`config.mk`:
```
export PLATFORM = sky130hd
export DESIGN_NAME = load_count_unit_flat
export DESIGN_NICKNAME = d
export VERILOG_FILES = /design/src/rtl/load_count_if.sv /design/src/rtl/load_count_unit.sv /design/src/flat_wrapper.sv
export SDC_FILE = /design/constraint.sdc
export NUM_CORES = 1
export LEC_CHECK = 0
export BUFFER_PORTS_ARGS = -buffer_cell sky130_fd_sc_hd__buf_2
export CAP_MARGIN = 25
export CORE_ASPECT_RATIO = 1.5
export CORE_MARGIN = 2
export CORE_UTILIZATION = 52
export DETAILED_ROUTE_END_ITERATION = 6
export PLACE_DENSITY = 0.81
export SLEW_MARGIN = 20
export SYNTH_ARGS = -nofsm -noshare
export SYNTH_HDL_FRONTEND = slang
export SYNTH_SLANG_ARGS = --single-unit
```
`constraint.sdc`:
```
create_clock -name clk -period 2.4 [get_ports clk]
set_input_delay 0.24 -clock clk [delete_from_list [all_inputs] [get_ports clk]]
set_output_delay 0.24 -clock clk [all_outputs]
set_load 0.05 [all_outputs]
```
`src/rtl/load_count_if.sv`:
```
// Bundle of control, data and observation signals for load_count_unit.
// The bench or the surrounding controller uses the master modport; the
// counter uses the slave modport.
// Optional feature macro: LCU_DOWN_COUNT_EN adds the dir (count direction) signal.
interface load_count_if #(
    parameter int WIDTH = 8
);
    logic             load;
    logic             src_sel;
    logic [WIDTH-1:0] data_a;
    logic [WIDTH-1:0] data_b;
    logic             cnt_en;
    logic             oneshot;
    logic [WIDTH-1:0] limit;
    logic             obs_sel;
`ifdef LCU_DOWN_COUNT_EN
    logic             dir;
`endif
    logic [WIDTH-1:0] count;
    logic [WIDTH-1:0] obs;
    logic             tc;
    logic             wrap;
    logic             done;
    logic             busy;

    modport master (
        output load, src_sel, data_a, data_b, cnt_en, oneshot, limit, obs_sel,
`ifdef LCU_DOWN_COUNT_EN
        output dir,
`endif
        input  count, obs, tc, wrap, done, busy
    );

    modport slave (
        input  load, src_sel, data_a, data_b, cnt_en, oneshot, limit, obs_sel,
`ifdef LCU_DOWN_COUNT_EN
        input  dir,
`endif
        output count, obs, tc, wrap, done, busy
    );
endinterface

```
`src/rtl/load_count_unit.sv`:
```
// load_count_unit: loadable WIDTH-bit sequencing counter with a programmable
// inclusive limit, free-running wrap or one-shot stop, registered terminal
// count / wrap / done / busy flags and a combinational observation mux.
// Optional feature macro: LCU_DOWN_COUNT_EN (adds bus.dir; dir=1 counts down
// towards 0 and a wrap reloads limit).
module load_count_unit #(
    parameter int               WIDTH     = 8,
    parameter logic [WIDTH-1:0] RESET_VAL = '0
) (
    input logic          clk,
    input logic          rst,
    load_count_if.slave  bus
);

    typedef enum logic [1:0] {
        ST_IDLE,
        ST_RUN,
        ST_DONE
    } state_t;

    state_t           state_q, state_d;
    logic [WIDTH-1:0] count_q, count_d;
    logic             tc_q, tc_d;
    logic             wrap_q, wrap_d;
    logic             done_q, done_d;
    logic             busy_q, busy_d;

    logic [WIDTH-1:0] src_val;
    logic [WIDTH-1:0] terminal;
    logic [WIDTH-1:0] reload;
    logic [WIDTH-1:0] step_val;

    // Source select plus the direction-dependent terminal, reload and step values.
    always_comb begin
        src_val = bus.src_sel ? bus.data_a : bus.data_b;
`ifdef LCU_DOWN_COUNT_EN
        terminal = bus.dir ? '0 : bus.limit;
        reload   = bus.dir ? bus.limit : RESET_VAL;
        step_val = bus.dir ? (count_q - 1'b1) : (count_q + 1'b1);
`else
        terminal = bus.limit;
        reload   = RESET_VAL;
        step_val = count_q + 1'b1;
`endif
    end

    // Next-state logic: load beats a count step; DONE ignores cnt_en.
    always_comb begin
        // NOTE: every output gets a default first so no path leaves it unassigned (no latch).
        state_d = state_q;
        count_d = count_q;
        wrap_d  = 1'b0;
        if (bus.load) begin
            count_d = src_val;
            if (state_q == ST_DONE) begin
                state_d = ST_IDLE;
            end
        end else if (bus.cnt_en && (state_q != ST_DONE)) begin
            state_d = ST_RUN;
            if (count_q != terminal) begin
                count_d = step_val;
            end else if (!bus.oneshot) begin
                count_d = reload;
                wrap_d  = 1'b1;
            end else begin
                state_d = ST_DONE;
            end
        end
        tc_d   = (count_d == terminal);
        done_d = (state_d == ST_DONE);
        busy_d = (state_d == ST_RUN);
    end

    // State and registered flags; synchronous reset overrides everything.
    always_ff @(posedge clk) begin
        // NOTE: sequential state uses non-blocking assignments so all flops update together.
        if (rst) begin
            state_q <= ST_IDLE;
            count_q <= RESET_VAL;
            tc_q    <= (RESET_VAL == terminal);
            wrap_q  <= 1'b0;
            done_q  <= 1'b0;
            busy_q  <= 1'b0;
        end else begin
            state_q <= state_d;
            count_q <= count_d;
            tc_q    <= tc_d;
            wrap_q  <= wrap_d;
            done_q  <= done_d;
            busy_q  <= busy_d;
        end
    end

    assign bus.count = count_q;
    assign bus.obs   = bus.obs_sel ? count_q : src_val;
    assign bus.tc    = tc_q;
    assign bus.wrap  = wrap_q;
    assign bus.done  = done_q;
    assign bus.busy  = busy_q;

endmodule
```
`src/flat_wrapper.sv`:
```
// flat-port wrapper written by rule: the top's interface ports become plain ports
module load_count_unit_flat 
#(
    parameter int               WIDTH     = 8,
    parameter logic [WIDTH-1:0] RESET_VAL = '0
)
  (clk, rst, bus_load, bus_src_sel, bus_data_a, bus_data_b, bus_cnt_en, bus_oneshot, bus_limit, bus_obs_sel, bus_count, bus_obs, bus_tc, bus_wrap, bus_done, bus_busy);
  load_count_if #(.WIDTH(WIDTH)) bus_i ();
  input logic clk;
  input logic rst;
  input wire logic [$bits(bus_i.load)-1:0] bus_load;
  input wire logic [$bits(bus_i.src_sel)-1:0] bus_src_sel;
  input wire logic [$bits(bus_i.data_a)-1:0] bus_data_a;
  input wire logic [$bits(bus_i.data_b)-1:0] bus_data_b;
  input wire logic [$bits(bus_i.cnt_en)-1:0] bus_cnt_en;
  input wire logic [$bits(bus_i.oneshot)-1:0] bus_oneshot;
  input wire logic [$bits(bus_i.limit)-1:0] bus_limit;
  input wire logic [$bits(bus_i.obs_sel)-1:0] bus_obs_sel;
  output wire logic [$bits(bus_i.count)-1:0] bus_count;
  output wire logic [$bits(bus_i.obs)-1:0] bus_obs;
  output wire logic [$bits(bus_i.tc)-1:0] bus_tc;
  output wire logic [$bits(bus_i.wrap)-1:0] bus_wrap;
  output wire logic [$bits(bus_i.done)-1:0] bus_done;
  output wire logic [$bits(bus_i.busy)-1:0] bus_busy;
  assign bus_i.load = bus_load;
  assign bus_i.src_sel = bus_src_sel;
  assign bus_i.data_a = bus_data_a;
  assign bus_i.data_b = bus_data_b;
  assign bus_i.cnt_en = bus_cnt_en;
  assign bus_i.oneshot = bus_oneshot;
  assign bus_i.limit = bus_limit;
  assign bus_i.obs_sel = bus_obs_sel;
  assign bus_count = bus_i.count;
  assign bus_obs = bus_i.obs;
  assign bus_tc = bus_i.tc;
  assign bus_wrap = bus_i.wrap;
  assign bus_done = bus_i.done;
  assign bus_busy = bus_i.busy;
  load_count_unit #(.WIDTH(WIDTH), .RESET_VAL(RESET_VAL)) u_core (.clk(clk), .rst(rst), .bus(bus_i));
endmodule
```
==> flow_summary.json <==
{
  "power.density_nw_per_um2": 470.3,
  "cp_data_arrival_time_ns": 2.25,
  "coreArea_um2": 3128,
  "required_ns": 2.55,
  "die_area_um2": 3758,
  "hp-class": "in -> reg",
  "cts_setup_buffers": 0,
  "netlist.area_leader.share_pct": 16.46,
  "tns_ns": 0,
  "grt_pass1_vias": 1673,
  "vias_per_cell": 6.259,
  "crit_path_max_incr_delay_ns": 0.52,
  "yosysTopAreaCell": "dfxtp_1",
  "track_usage_pct": 28.58,
  "cts_repair_resize_count": 0,
  "avgSynthCellArea_um2": 7.811,
  "place_hpwl_mm": 3.876,
  "nets": 290,
  "drv_cap": 0,
  "cp-end-kind": "flop",
  "drt_pass1_iterations": 5,
  "clockBufferDepth": 2,
  "cpLargestDelayFamily": "simple AND/OR/NAND/NOR gates",
  "ys.warnings.count": 0,
  "grt_start_max_net_pins": 25,
  "wire_per_inst_um": 17.20,
  "drive_above_1_share_pct": 31.52,
  "slew_headroom_pct": 70.08,
  "synth_edf_count": 0,
  "fin_crit_sh_pct": 87.50,
  "clkTransAtPathRegs_ns": 0.07,
  "crit_chain": "xnor2_1 > nand4_1 > nor2_2 > buf_4 > or4_1 > and4_1 > nand4_1 > o21ai_1",
  "chipWidth_um": 50.73,
  "drv_slew": 0,
  "worstPathMaxFanout": 9,
  "ys.flop_type": "dfxtp_1",
  "crit_path_frequent_cell": "nand4_1",
  "io_buffers": 50,
  "diodes": 0,
  "tritoncts": "done",
  "status": "finished clean",
  "async_flop_share_pct": 0,
  "finalHoldViolations": 0,
  "syn-instance-count": 218,
  "finalCriticalPeriod_ns": 2.100,
  "cp-start-kind": "flop",
  "grt-ovfl-total": 0,
  "grt_setup_unrepaired": "no",
  "cts_buffers": 3,
  "holdBufCountCts": 0,
  "power_mw": 0.9261,
  "synth-seq-area-share_pct": 16.46,
  "start_util_pct": 54.44,
  "fmax_mhz": 476.2,
  "critical_path.slowest_cell": "dfxtp_1",
  "grt_pass1_wl_mm": 8.128,
  "place.gp.congestion": 0.9690,
  "synth-seq-cells": 14,
  "syn_to_final_growth_pct": 15.65,
  "vias": 1859,
  "netlist_top_cells_area": "dfxtp_1 (16%), xnor2_1 (7.7%), mux2i_1 (5.9%)",
  "setup_viol": 0,
  "syn-cell-area_um2": 1703,
  "antenna_found_initial": 0,
  "wirelength_mm": 5.109,
  "critPathBufInv": 1,
  "drt_iter0_markers": 151,
  "cts.sinks": 14,
  "io_pins": 51,
  "p_leak_nw": 0.8409,
  "tightest_slew_ns": 0.4488,
  "clk_latency_ns": 0.26,
  "finalClockSkew_ns": 0.003256,
  "path_class": "reg -> reg",
  "fp-row-count": 25,
  "yosysUniqueCellTypes": 61,
  "die_h_um": 74.09,
  "ant_nets": 0,
  "htree_num_levels": 1,
  "cts-root-buf": "clkbuf_8",
  "peakVddDrop_uv": 316.6,
  "synth_fp_nets": 250,
  "drc": 0
}
flip-flops by register name (all words and copies together), names as in the netlist:
register / count
u_core.bus.done: 1
u_core.bus.wrap: 1
u_core.bus.tc: 1
u_core.bus.count: 8
u_core.bus.busy: 1
u_core.state_q: 2
logic make-up (layout without fill, tap and decap cells):
logic type,Yosys count,after routing,share of synthesized area (%)
compound gates,58,58,25.72
mux,18,18,11.17
fa+ha+maj,1,1,0.7346
simple gates,78,78,26.08
buf+inv,30,69,10.07
flops,14,14,16.46
xor+xnor,19,19,9.772
layout make-up:
type                            count  area, um^2
Fill cell                         309        1159
Clock buffer                        4       55.05
Inverter                            8       30.03
Tap cell                           40       50.05
Sequential cell                    14       280.3
Timing Repair Buffer               57       302.8
Multi-Input combinational cell    174        1251
where the power goes:
| part | internal [mW] | total [mW] | switching, mW |
|---|---|---|---|
| registers | 0.246 | 0.267 | 0.0209 |
| clock network | 0.146 | 0.245 | 0.0990 |
| logic | 0.147 | 0.414 | 0.267 |
| total | 0.539 | 0.926 | 0.387 |
final timing paths:
check	startpoint	cells after the start	slack (ns)	end
min	rst	2	0.35	u_core.bus.busy
max	u_core.bus.count[0]	8	0.30	u_core.bus.tc
max reg2reg	u_core.bus.count[0]	8	0.30	u_core.bus.tc
min reg2reg	u_core.state_q[0]	1	0.52	u_core.bus.done
synthesized netlist by cell type, types with 5 or more instances:
cell type / count
mux2_2: 8
nor3_1: 7
o21ai_0: 6
nor2_1: 16
buf_2: 8
inv_1: 8
buf_6: 5
nand3_1: 8
a221oi_1: 5
xnor2_1: 15
nand2_1: 11
mux2i_1: 10
clkbuf_1: 6
a21oi_1: 11
a211oi_1: 7
dfxtp_1: 14
cell usage in the layout (no fill, tap or decap), types with 2 or more instances in the layout:
master / synthesis / layout
a21oi_1: 11 / 11
nor2_1: 16 / 16
nand2_1: 11 / 11
a211oi_1: 7 / 7
mux2i_1: 10 / 10
clkbuf_8: 0 / 4
nor2b_1: 4 / 4
nand3_1: 8 / 8
buf_4: 3 / 7
a32oi_1: 2 / 2
and3_1: 4 / 4
a221oi_1: 5 / 5
buf_2: 8 / 50
o22ai_1: 2 / 2
xor2_1: 4 / 4
nand4_1: 3 / 3
nor3_1: 7 / 7
nor4_1: 2 / 2
dfxtp_1: 14 / 14
nor2_2: 2 / 2
inv_1: 8 / 8
and4_1: 3 / 3
a31oi_1: 4 / 4
nand2b_1: 4 / 4
xnor2_1: 15 / 15
nand4_2: 2 / 2
mux2_2: 8 / 8
o211ai_1: 3 / 3
o21ai_0: 6 / 6
per-layer routing:
layer | global-route usage, % | vias to the layer above | wire [um]
met1 | 34.44 | 847 | 1958
met4 | 15.92 | 0 | 257
met5 | 0 | - | 0
met3 | 2.410 | 20 | 358
met2 | 49.85 | 104 | 2534
li1 | - | 888 | -
worst register-to-register path, delay by kind of cell (launching register included):
family | cells | cell delay, ns
AO/OA/AOI/OAI | 1 | 0.07
XOR/XNOR | 1 | 0.15
buffers and inverters | 1 | 0.17
flip-flops | 1 | 0.52
AND/OR/NAND/NOR | 5 | 1.08
per-stage QoR:
stage | instances | hold WS [ns] | instance area, um^2 | util [%] | setup slack, ns
finish | 297 | 0.3504 | 1969 | 62.96 | 0.3000
global route | 297 | 0.3613 | 1969 | 62.96 | 0.08496
CTS | 297 | 0.3426 | 1969 | 62.96 | 0.3477
detailed placement | 293 | 0.5323 | 1914 | 61.20 | 0.3480
global placement | 293 | 0.5242 | 1914 | 61.20 | 0.3347
floorplan | 218 | 0.3115 | 1703 | - | 0.2107
Note: power is estimated with default switching activity, not from simulation.
